<file path="src/rtl/morse_keyer_decoder_if.sv">
`default_nettype none
// +-----------------------------------------------------------------------+
// | morse_keyer_decoder_if                                                |
// | Key input / symbol and character output bundle of the Morse decoder.  |
// | Rev 1.0                                                               |
// +-----------------------------------------------------------------------+
interface morse_keyer_decoder_if #(
  parameter int MAX_SYM = 6
);
  localparam int c_LEN_W = $clog2(MAX_SYM + 1);

  logic               enable;
  logic               key_in;
  logic               sym_valid;
  logic               sym_is_dash;
  logic               char_valid;
  logic [c_LEN_W-1:0] char_len;
  logic [MAX_SYM-1:0] char_bits;
  logic               char_err;
  logic               busy;

  modport master (
    output enable, key_in,
    input  sym_valid, sym_is_dash, char_valid, char_len, char_bits, char_err, busy
  );

  modport slave (
    input  enable, key_in,
    output sym_valid, sym_is_dash, char_valid, char_len, char_bits, char_err, busy
  );
endinterface
`default_nettype wire

</file>
<file path="src/rtl/morse_keyer_decoder.sv">
`default_nettype none
// +-----------------------------------------------------------------------+
// | morse_keyer_decoder                                                   |
// | Times a raw key, classifies dots/dashes and assembles characters.     |
// | Rev 1.0                                                               |
// +-----------------------------------------------------------------------+
module morse_keyer_decoder #(
  parameter int TICK_DIV    = 1000,
  parameter int DOT_MAX     = 20,
  parameter int MIN_PRESS   = 1,
  parameter int CHAR_GAP    = 30,
  parameter int MAX_SYM     = 6,
  parameter int CNT_W       = 8,
  parameter int SYNC_STAGES = 2
) (
  input  wire logic             clk,
  input  wire logic             rst,
  morse_keyer_decoder_if.slave  bus
);

  localparam int c_LEN_W = $clog2(MAX_SYM + 1);
  localparam int c_PRE_W = (TICK_DIV > 1) ? $clog2(TICK_DIV) : 1;

  localparam logic [c_PRE_W-1:0] c_PRE_LAST = c_PRE_W'(TICK_DIV - 1);
  localparam logic [CNT_W-1:0]   c_DOT_MAX  = CNT_W'(DOT_MAX);
  localparam logic [CNT_W-1:0]   c_MIN      = CNT_W'(MIN_PRESS);
  localparam logic [CNT_W-1:0]   c_GAP      = CNT_W'(CHAR_GAP);
  localparam logic [c_LEN_W-1:0] c_CAP      = c_LEN_W'(MAX_SYM);

  localparam logic [1:0] c_ST_IDLE  = 2'd0;
  localparam logic [1:0] c_ST_PRESS = 2'd1;
  localparam logic [1:0] c_ST_GAP   = 2'd2;

  logic [SYNC_STAGES-1:0] r_sync;
  logic [1:0]             r_state;
  logic [c_PRE_W-1:0]     r_presc;
  logic [CNT_W-1:0]       r_dur;
  logic [MAX_SYM-1:0]     r_buf;
  logic [c_LEN_W-1:0]     r_len;
  logic                   r_ovf;
  logic                   r_sym_valid;
  logic                   r_sym_dash;
  logic                   r_char_valid;
  logic [c_LEN_W-1:0]     r_char_len;
  logic [MAX_SYM-1:0]     r_char_bits;
  logic                   r_char_err;

  logic                   w_key_s;
  logic                   w_tick;
  logic [CNT_W-1:0]       w_dur_eff;
  logic                   w_is_dash;
  logic [1:0]             w_state_nxt;
  logic                   w_accept;
  logic                   w_emit;

  always_ff @(posedge clk) begin
    if (rst) r_sync <= '0;
    else     r_sync <= {r_sync[SYNC_STAGES-2:0], bus.key_in};
  end

  assign w_key_s = r_sync[SYNC_STAGES-1];
  assign w_tick  = (r_presc == c_PRE_LAST);

  // Decisions include a tick landing on the deciding cycle, so a press of
  // N cycles counts as floor(N / TICK_DIV) ticks.
  assign w_dur_eff = (w_tick && !(&r_dur)) ? r_dur + 1'b1 : r_dur;
  assign w_is_dash = (w_dur_eff > c_DOT_MAX);

  always_comb begin
    w_state_nxt = r_state;
    w_accept    = 1'b0;
    w_emit      = 1'b0;
    case (r_state)
      c_ST_IDLE: begin
        if (w_key_s) w_state_nxt = c_ST_PRESS;
      end
      c_ST_PRESS: begin
        if (!w_key_s) begin
          if (w_dur_eff < c_MIN) begin
            w_state_nxt = (r_len != '0) ? c_ST_GAP : c_ST_IDLE;
          end else begin
            w_accept    = 1'b1;
            w_state_nxt = c_ST_GAP;
          end
        end
      end
      c_ST_GAP: begin
        // A key rise beats a gap expiry on the same cycle.
        if (w_key_s) begin
          w_state_nxt = c_ST_PRESS;
        end else if (w_tick && (w_dur_eff >= c_GAP)) begin
          w_emit      = 1'b1;
          w_state_nxt = c_ST_IDLE;
        end
      end
      default: w_state_nxt = c_ST_IDLE;
    endcase
  end

  always_ff @(posedge clk) begin
    if (rst || !bus.enable) begin
      r_state      <= c_ST_IDLE;
      r_presc      <= '0;
      r_dur        <= '0;
      r_buf        <= '0;
      r_len        <= '0;
      r_ovf        <= 1'b0;
      r_sym_valid  <= 1'b0;
      r_char_valid <= 1'b0;
      // Flush via enable keeps the last reported symbol and character.
      if (rst) begin
        r_sym_dash  <= 1'b0;
        r_char_len  <= '0;
        r_char_bits <= '0;
        r_char_err  <= 1'b0;
      end
    end else begin
      r_sym_valid  <= 1'b0;
      r_char_valid <= 1'b0;
      r_state      <= w_state_nxt;

      if (w_state_nxt != r_state) begin
        r_presc <= '0;
        r_dur   <= '0;
      end else begin
        r_presc <= w_tick ? '0 : r_presc + 1'b1;
        r_dur   <= w_dur_eff;
      end

      if (w_accept) begin
        r_sym_valid <= 1'b1;
        r_sym_dash  <= w_is_dash;
        if (r_len < c_CAP) begin
          r_buf[r_len] <= w_is_dash;
          r_len        <= r_len + 1'b1;
        end else begin
          r_ovf <= 1'b1;
        end
      end

      if (w_emit) begin
        r_char_valid <= 1'b1;
        r_char_len   <= r_len;
        r_char_bits  <= r_buf;
        r_char_err   <= r_ovf;
        r_buf        <= '0;
        r_len        <= '0;
        r_ovf        <= 1'b0;
      end
    end
  end

  assign bus.sym_valid   = r_sym_valid;
  assign bus.sym_is_dash = r_sym_dash;
  assign bus.char_valid  = r_char_valid;
  assign bus.char_len    = r_char_len;
  assign bus.char_bits   = r_char_bits;
  assign bus.char_err    = r_char_err;
  assign bus.busy        = (r_state != c_ST_IDLE);

endmodule
`default_nettype wire

</file>
<file path="src/flat_wrapper.sv">
// flat-port wrapper written by rule: the top's interface ports become plain ports
module morse_keyer_decoder_flat 
#(
  parameter int TICK_DIV    = 1000,
  parameter int DOT_MAX     = 20,
  parameter int MIN_PRESS   = 1,
  parameter int CHAR_GAP    = 30,
  parameter int MAX_SYM     = 6,
  parameter int CNT_W       = 8,
  parameter int SYNC_STAGES = 2
)
  (clk, rst, bus_enable, bus_key_in, bus_sym_valid, bus_sym_is_dash, bus_char_valid, bus_char_len, bus_char_bits, bus_char_err, bus_busy);
  morse_keyer_decoder_if #(.MAX_SYM(MAX_SYM)) bus_i ();
  input  wire logic clk;
  input  wire logic rst;
  input wire logic [$bits(bus_i.enable)-1:0] bus_enable;
  input wire logic [$bits(bus_i.key_in)-1:0] bus_key_in;
  output wire logic [$bits(bus_i.sym_valid)-1:0] bus_sym_valid;
  output wire logic [$bits(bus_i.sym_is_dash)-1:0] bus_sym_is_dash;
  output wire logic [$bits(bus_i.char_valid)-1:0] bus_char_valid;
  output wire logic [$bits(bus_i.char_len)-1:0] bus_char_len;
  output wire logic [$bits(bus_i.char_bits)-1:0] bus_char_bits;
  output wire logic [$bits(bus_i.char_err)-1:0] bus_char_err;
  output wire logic [$bits(bus_i.busy)-1:0] bus_busy;
  assign bus_i.enable = bus_enable;
  assign bus_i.key_in = bus_key_in;
  assign bus_sym_valid = bus_i.sym_valid;
  assign bus_sym_is_dash = bus_i.sym_is_dash;
  assign bus_char_valid = bus_i.char_valid;
  assign bus_char_len = bus_i.char_len;
  assign bus_char_bits = bus_i.char_bits;
  assign bus_char_err = bus_i.char_err;
  assign bus_busy = bus_i.busy;
  morse_keyer_decoder #(.TICK_DIV(TICK_DIV), .DOT_MAX(DOT_MAX), .MIN_PRESS(MIN_PRESS), .CHAR_GAP(CHAR_GAP), .MAX_SYM(MAX_SYM), .CNT_W(CNT_W), .SYNC_STAGES(SYNC_STAGES)) u_core (.clk(clk), .rst(rst), .bus(bus_i));
endmodule
</file>
<file path="config.mk">
export PLATFORM = sky130hd
export DESIGN_NAME = morse_keyer_decoder_flat
export DESIGN_NICKNAME = d
export VERILOG_FILES = /design/src/rtl/morse_keyer_decoder_if.sv /design/src/rtl/morse_keyer_decoder.sv /design/src/flat_wrapper.sv
export SDC_FILE = /design/constraint.sdc
export NUM_CORES = 1
export LEC_CHECK = 0
export ABC_AREA = 1
export BUFFER_PORTS_ARGS = -buffer_cell sky130_fd_sc_hd__buf_2
export CORE_ASPECT_RATIO = 1.4
export CORE_UTILIZATION = 51
export CTS_CLUSTER_SIZE = 25
export DETAILED_ROUTE_END_ITERATION = 10
export PLACE_DENSITY = 0.73
export SLEW_MARGIN = 20
export SYNTH_ARGS = -nofsm -noshare
export SYNTH_HDL_FRONTEND = slang
export SYNTH_SLANG_ARGS = --single-unit
</file>
<file path="constraint.sdc">
create_clock -name clk -period 4.2 [get_ports clk]
set_clock_uncertainty 0.2 [all_clocks]
set_input_delay 0.63 -clock clk [delete_from_list [all_inputs] [get_ports clk]]
set_output_delay 0.63 -clock clk [all_outputs]
set_load 0.02 [all_outputs]
</file>
=== After elaboration in Yosys (flattened, before gate mapping) ===
Cells that the tools add are included.
W data, S select, Z words.

* Flip-flop bits (word level): 45
* Word-level logic and storage cells: 77

* Equal/unequal tests: 5
* Bitwise gates (word level): 1
* $lt $le $gt $ge: 6
* Reduce and logical (&&, ||, !) cells: 19
* $add $sub $neg: 3
* Multiplexer cells: 30

{| class="wikitable"
|+ Operators by type and width
! operator !! count
|-
| $mux W6 || 3
|-
| $mux W1 || 14
|-
| $mux W2 || 6
|-
| $add A10 B1 Y10 const B || 1
|-
| $eq A10 B10 Y1 const B || 1
|-
| $mux W3 || 3
|-
| $add A8 B1 Y8 const B || 1
|-
| $ge A8 B5 Y1 const B || 1
|-
| $gt A8 B5 Y1 const B || 1
|-
| $lt A8 B1 Y1 const B || 1
|-
| $mux W8 || 1
|-
| $reduce_and A2 Y1 || 4
|-
| $reduce_and A8 Y1 || 1
|-
| $bwmux W6 || 1
|-
| $pmux W2 S3 || 1
|-
| $reduce_bool A2 Y1 || 3
|-
| $lt A3 B4 Y1 const B || 1
|-
| $reduce_or A2 Y1 || 2
|-
| $add A3 B1 Y3 const B || 1
|-
| $demux W1 S3 || 1
|-
| $ge A3 B1 Y1 const B || 1
|-
| $logic_and A1 B1 Y1 || 3
|-
| $lt A3 B3 Y1 const B || 1
|-
| $reduce_bool A3 Y1 || 1
|-
| other kinds (9) || 10
|}

=== Longest topological paths before layout ===
Gate-level depths: netlist of the first run.

* Depth in word-level cells: 11
* Gate-level depth with buffers: 17
* Gate-level depth less buffers: 17

=== Worst setup path after synthesis of the first run ===
OpenSTA, ideal clock, no wires.

* Path kind: register to register
* Start point: reg u_core.r_presc[0]
* End point: reg u_core.r_char_bits[0] (netlist: u_core.bus.char_bits[0]), enable pin
* Buffers on the path: 1
* Slack: 1.205 ns
* Arrival time: 2.404 ns
* Stages on the path, launching flop included: 15
* Clock period less this slack: 2.995 ns
* Data required time: 3.609 ns
* Path through: dfxtp_1 ha_1 nand2_1 nor2_1 nand3_2 nor2_2 buf_6 nand2_1 nand2_1 inv_2 nand2_2 nor2_2 nand2_1 nand3_1 o21ai_0

* Longest elaborated chain between the ends: 10

{| class="wikitable"
|+ Ends and longest elaborated chain
! element !! line !! text
|-
| from (decl) || morse_keyer_decoder.sv:36 || <nowiki>logic [c_PRE_W-1:0] r_presc;</nowiki>
|-
| from (signal assigned) || morse_keyer_decoder.sv:126 || <nowiki>r_presc <= w_tick ? '0 : r_presc + 1'b1;</nowiki>
|-
| $eq A10 B10 Y1 (*) || morse_keyer_decoder.sv:62 || <nowiki>assign w_tick = (r_presc == c_PRE_LAST);</nowiki>
|-
| $logic_and A1 B1 Y1 || morse_keyer_decoder.sv:66 || <nowiki>assign w_dur_eff = (w_tick && !(&r_dur)) ? r_dur + 1'b1 : r_dur;</nowiki>
|-
| $mux W8 || morse_keyer_decoder.sv:66 ||
|-
| $ge A8 B5 Y1 || morse_keyer_decoder.sv:91 || <nowiki>end else if (w_tick && (w_dur_eff >= c_GAP)) begin</nowiki>
|-
| $logic_and A1 B1 Y1 (*) || morse_keyer_decoder.sv:91 ||
|-
| $mux W1 (*) || morse_keyer_decoder.sv:91 ||
|-
| $mux W1 (*) || morse_keyer_decoder.sv:89 || <nowiki>if (w_key_s) begin</nowiki>
|-
| $mux W1 (*) || morse_keyer_decoder.sv:73 || <nowiki>case (r_state)</nowiki>
|-
| $reduce_bool A2 Y1 (no source line) (*) || - ||
|-
| $reduce_and A2 Y1 (no source line) (*) || - ||
|-
| to (signal assigned) || morse_keyer_decoder.sv:144 || <nowiki>r_char_bits <= r_buf;</nowiki>
|-
| to (decl) || morse_keyer_decoder.sv:45 || <nowiki>logic [MAX_SYM-1:0] r_char_bits;</nowiki>
|}

Every way passes the cells marked *; elsewhere a longest branch is shown, timed or not.
A chain may end at the register's enable or synchronous reset.

=== Worst setup path in the final report of the first run ===
Same ends and word-level chain as after synthesis.

==> flow_summary.ini, run 1 <==
[run_status]
outcome = finished clean

[route]
drc_errors = 0
routed_via_density = 4.67
routed_wl_um = 4080
routed-via-count = 1837
wl_per_cell_um = 10.4
drtIter0Drc = 47
ant_nets = 0
wl_met1_um = 1970
met3WireLength_um = 123
topRoutingLayerUsed = met4
first_pass_iters = 4
met2_length_um = 1910

[setup_path]
cp_slowest_stage_delay_ps = 420
worstSetupEndpointType = register
cp-start-kind = register
r2r_end = u_core.bus.char_bits[0]
slowest_stage = nor2_2
setup.worst_path.class = register to register
cp.required_ps = 4020
cp_cell_sequence = ha_1, nand2_1, nor2_1, nand3_2, nor2_2, nand2_1, nand2_1, inv_2, nand2_2, nor2_2, nand2_1, nand3_1, o21ai_0, buf_4
r2r_cells = 14
crit_fanout = 12
reg2reg_slack_ps = 1370
r2r-start = u_core.r_presc[0]
crit_arrival_ps = 2650
crit_path_frequent_cell = nand2_1

[timing]
slew_headroom_pct = 66.5
finalSetupViolCount = 0
period_needed_ps = 2830
setup_tns_ps = 0
hold_viol = 0
grt_setup_unrepaired = no
timing.final.crit_share_pct = 67.5
fmax_mhz = 353
holdWs_ps = 211
worst_pin_slew_ps = 502
slew_violations = 0

[yosys]
synth_edf_count = 11
syn-cell-area_sq_mm = 0.00232
synth_flop_cell = dfxtp_1
syn_avg_cell_area_sq_um = 7.52
synth_top_area_cell = dfxtp_1
yosys_register_bits = 45
yosysTopAreaCellShare_pct = 29.3
netlist_top_cells_area = dfxtp_1, edfxtp_1, nand2_1
synth_cell_types = 27
synth_warnings = 0
netlist_instances = 309
synth-seq-area-share_pct = 43.5
syn_nets = 317
async_reset_ff_share_pct = 0

[global_routing]
grt_usage_pct = 19.3
gr-total-overflow = 0
grt_max_degree = 17
grt_pass1_wl_um = 7100
grt_pass1_vias = 1629
antenna_found_initial = 0

[die]
rows = 28
start_util_pct = 53.9
io_pins = 18
fp.coreArea_sq_mm = 0.00431
fp.dieW_um = 59.0
die-area_sq_mm = 0.00483
dieHeight_um = 81.9

[layout]
final_cell_mix = nand2_1, nor2_1, inv_1
fillers = 407
diodes = 0
layout_commonest_cell = nand2_1
fin_nets = 340
fin_area_sq_mm = 0.00257
post-route-util_pct = 59.6
drive_gt1_share_pct = 20.1
area_delta_synth_final_pct = 10.6

[place]
gp_congestion = 0.829
port_buffers = 17
dp_hpwl_um = 3020
post_dp_cell_area_sq_mm = 0.00248

[min_path]
holdPathEnd = u_core.r_sync[1]
whs_path_depth = 2
min_from = u_core.r_sync[0]
min_path_type = register to register

[power]
p_total_uw = 753
ir_worst_vdd_uv = 288
powerDensity_mw_per_mm2 = 293
power.leakage_uw = 0.00110

[clocking]
postCtsResizedCells = 0
root_buffer = clkbuf_8
clk_transition_reported_paths_ps = 90
clockBufferDepth = 2
cts_tree = built
cts_made_buffers = 5
post_cts_buffers = 0
hold_buffers = 0
insertion_delay_ps = 300
htree_levels = 2
clkSinkCount = 45

[flow_run]
maxCapViolCount = 0
-- power by group --
part / switching [uW] / internal (uW) / total, uW / leakage (uW)
clock network: 156 / 120 / 276 / 0.0000447
logic: 20.3 / 7.71 / 28.0 / 0.000667
registers: 1.87 / 448 / 449 / 0.000389
total: 178 / 575 / 753 / 0.00110
-- registers in the layout (all words and copies together), names as in the netlist --
register and cells:
u_core.bus.char_bits 6, u_core.bus.char_err 1, u_core.bus.char_len 3, u_core.bus.char_valid 1, u_core.bus.sym_is_dash 1, u_core.bus.sym_valid 1
u_core.r_buf 6, u_core.r_dur 8, u_core.r_len 3, u_core.r_ovf 1, u_core.r_presc 10, u_core.r_state 2
u_core.r_sync 2
-- cell usage after synthesis (3+ instances only) --
| library cell | number |
|---|---|
| inv_1 | 47 |
| nor2_2 | 15 |
| inv_2 | 3 |
| nor2_4 | 3 |
| o21ai_0 | 4 |
| nand2_1 | 71 |
| ha_1 | 4 |
| xor2_1 | 11 |
| edfxtp_1 | 11 |
| nand3_2 | 3 |
| nand3_1 | 15 |
| nand2_2 | 13 |
| a21oi_1 | 10 |
| dfxtp_1 | 34 |
| nor2_1 | 50 |
-- per-layer routing --
metal  global-route usage [%]  up-vias
met2                     31.8       28
met1                     24.6      811
met3                     3.31        7
met4                     8.57        0
met5                        0        -
li1                         -      991
-- cell type report --
| class | count | area, sq um | area share [%] |
|---|---|---|---|
| Clock inverter | 3 | 25.0 | 0.974 |
| Tap cell | 60 | 75.1 | 2.92 |
| Multi-Input combinational cell | 212 | 1110 | 43.2 |
| Timing Repair Buffer | 18 | 92.6 | 3.60 |
| Inverter | 50 | 188 | 7.30 |
| Clock buffer | 5 | 68.8 | 2.68 |
| Sequential cell | 45 | 1010 | 39.3 |
-- logic make-up (layout without fill, tap and decap cells) --
logic type,after synthesis,count (layout),share of synthesized area [%]
xor+xnor,12,12,4.52
flops,45,45,43.5
fa+ha+maj,4,4,2.15
buf+inv,52,76,8.72
compound gates,18,18,4.74
simple gates,178,178,36.3
-- metrics by stage --
step / cells / worst slack, ps
floorplan: 309 / 1210
finish: 393 / 1370
CTS: 393 / 1340
global route: 393 / 1150
global placement: 385 / 1450
detailed placement: 385 / 1380
-- worst max-delay path: cells and delay by family, from the launching register on --
| family | cells | cell delay (ps) |
|---|---|---|
| adders and majority gates | 1 | 230 |
| DFF | 1 | 370 |
| and+or+nand+nor | 10 | 1290 |
| buffers and inverters | 2 | 250 |
| AOI/OAI and AO/OA | 1 | 190 |
-- worst max-delay path by stage --
stage / from / to / slack (ps) / cells past startpoint
6_report: u_core.r_presc[0] / u_core.bus.char_bits[0] / 1370 / 14
5_1_grt: u_core.r_presc[0] / u_core.bus.char_bits[0] / 1150 / 14
4_1_cts: u_core.r_presc[0] / u_core.bus.char_bits[0] / 1340 / 14
3_5_place_dp: u_core.r_presc[0] / u_core.bus.char_bits[3] / 1380 / 14
3_3_place_gp: u_core.r_presc[0] / u_core.bus.char_bits[3] / 1450 / 14
2_1_floorplan: u_core.r_presc[0] / u_core.bus.char_bits[0] / 1210 / 14
(Power assumes the default switching activity.)
==> inputs of run 2 (changes only) <==
==> constraint.sdc (replaced) <==
create_clock -name clk -period 3 [get_ports clk]
set_clock_uncertainty 0.2 [all_clocks]
set_input_delay 0.45 -clock clk [delete_from_list [all_inputs] [get_ports clk]]
set_output_delay 0.45 -clock clk [all_outputs]
set_load 0.02 [all_outputs]
==> flow_summary.ini, run 2 (same netlist as run 1, synthesis figures left out) <==
[setup_path]
worstSetupEndpointType = register
cp_slowest_stage_delay_ps = 400
r2r_end = u_core.bus.char_bits[3]
cp-start-kind = register
r2r_cells = 13
cp-startpoint = u_core.r_dur[1]
crit_buf_inv = 2
crit_fanout = 10
critical-path-top-delay-family = simple AND/OR/NAND/NOR gates
crit_end = u_core.bus.char_bits[3]
cp_num_cells = 13
r2r-start = u_core.r_dur[1]
cp.required_ps = 2810
reg2reg_slack_ps = 340
setup.worst_path.class = register to register
crit_arrival_ps = 2460
cp_cell_sequence = ha_1, nand3_2, nor2_1, nor2_4, buf_4, nand2_2, nand2_2, nor2_1, nand2_1, nand2_1, nand3_1, o21ai_0, buf_4
slowest_stage = dfxtp_1

[clocking]
cts_tree = built
clkSinkCount = 45
cts_made_buffers = 5
htree_levels = 2
insertion_delay_ps = 300
clockBufferDepth = 2
root_buffer = clkbuf_8
clk_transition_reported_paths_ps = 80

[die]
fp.coreArea_sq_mm = 0.00431
io_pins = 18
die-area_sq_mm = 0.00483
fp.dieW_um = 59.0
rows = 28
dieHeight_um = 81.9
start_util_pct = 53.9

[global_routing]
grt_max_degree = 17
gr-total-overflow = 0
antenna_found_initial = 0
grt_pass1_vias = 1667
grt_pass1_wl_um = 7110
grt_usage_pct = 19.5

[layout]
fin_area_sq_mm = 0.00260
area_delta_synth_final_pct = 11.7
top_register = u_core.r_presc
largest_reg_flops = 10
fin_nets = 341
final_cell_mix = nand2_1, nor2_1, inv_1
fillers = 385
drive_gt1_share_pct = 20.1
ff_latch_area_sq_mm = 0.00101
layout_commonest_cell = nand2_1
diodes = 0
multi_input_area_sq_mm = 0.00111
reg.largest.list = u_core.r_presc x10, u_core.r_dur x8

[power]
ir_worst_vdd_uv = 407
p_total_uw = 1110
powerDensity_mw_per_mm2 = 428
power.leakage_uw = 0.00112

[route]
routed_via_density = 4.69
routed-via-count = 1849
ant_nets = 0
met2_length_um = 1990
wl_met1_um = 1790
drc_errors = 0
drtIter0Drc = 58
wl_per_cell_um = 10.3
first_pass_iters = 4
topRoutingLayerUsed = met4
routed_wl_um = 4050
met3WireLength_um = 194

[run_status]
outcome = finished clean

[flow_run]
maxCapViolCount = 0

[timing]
holdWs_ps = 137
setup_tns_ps = 0
fmax_mhz = 376
grt_setup_unrepaired = no
finalSetupViolCount = 0
hold_viol = 0
fin_ws_ps = 343
worst_pin_slew_ps = 511
period_needed_ps = 2660
slew_violations = 0
timing.final.crit_share_pct = 88.6
slew_headroom_pct = 65.9

[min_path]
min_path_type = primary input to register

[place]
pre_cts_slack_ps = 324
dp_hpwl_um = 3070
gp_congestion = 0.901
port_buffers = 17
post_dp_cell_area_sq_mm = 0.00248
run 2: cell types whose count changed in the layout (fill, tap and decap cells not counted):
| cell | before | now |
|---|---|---|
| buf_4 | 1 | 2 |
| bufinv_16 | 0 | 1 |
| clkbuf_1 | 0 | 1 |
| clkinv_2 | 0 | 1 |
| clkinv_4 | 1 | 0 |
| clkinvlp_4 | 1 | 0 |
| inv_6 | 1 | 0 |
| nor2_2 | 15 | 14 |
| nor2_4 | 3 | 4 |
run 2: area by class of cell:
cell class	instances	share of cell area, %
Timing Repair Buffer	19	3.86
Sequential cell	45	38.9
Inverter	50	7.23
Clock inverter	2	1.35
Tap cell	60	2.89
Multi-Input combinational cell	212	42.9
Clock buffer	6	2.80
run 2: worst min-delay path by stage:
stage / depth (start not counted) / slack (ps) / endpoint / from
global route: 2 / 140 / u_core.r_sync[0] / rst
detailed placement: 2 / 200 / u_core.r_sync[1] / u_core.r_sync[0]
CTS: 2 / 130 / u_core.r_sync[0] / rst
global placement: 2 / 210 / u_core.r_sync[1] / u_core.r_sync[0]
finish: 2 / 140 / u_core.r_sync[0] / rst
floorplan: 2 / 190 / u_core.r_sync[1] / u_core.r_sync[0]
run 2: report_power, final:
group | switching [uW] | total [uW] | internal [uW] | leakage [uW]
registers | 2.72 | 629 | 626 | 0.000389
logic | 28.0 | 38.8 | 10.8 | 0.000673
clock network | 197 | 444 | 247 | 0.0000552
run 2: timing repair:
action	4_1_cts	5_1_grt
endpoints found under the setup margin	0	10
setup buffers	0	0
resized for setup	0	1
endpoints found under the hold margin	0	0
hold buffers	0	0
run 2: layer usage:
metal | track usage (%) | vias up
met2 | 33.0 | 45
met5 | 0 | -
met3 | 3.94 | 6
met1 | 23.3 | 805
met4 | 9.29 | 0
li1 | - | 993
run 2: per-stage QoR:
step / cells / util, %
floorplan: 309 / -
global placement: 386 / 57.6
detailed placement: 386 / 57.6
CTS: 394 / 60.1
global route: 394 / 60.2
finish: 394 / 60.2
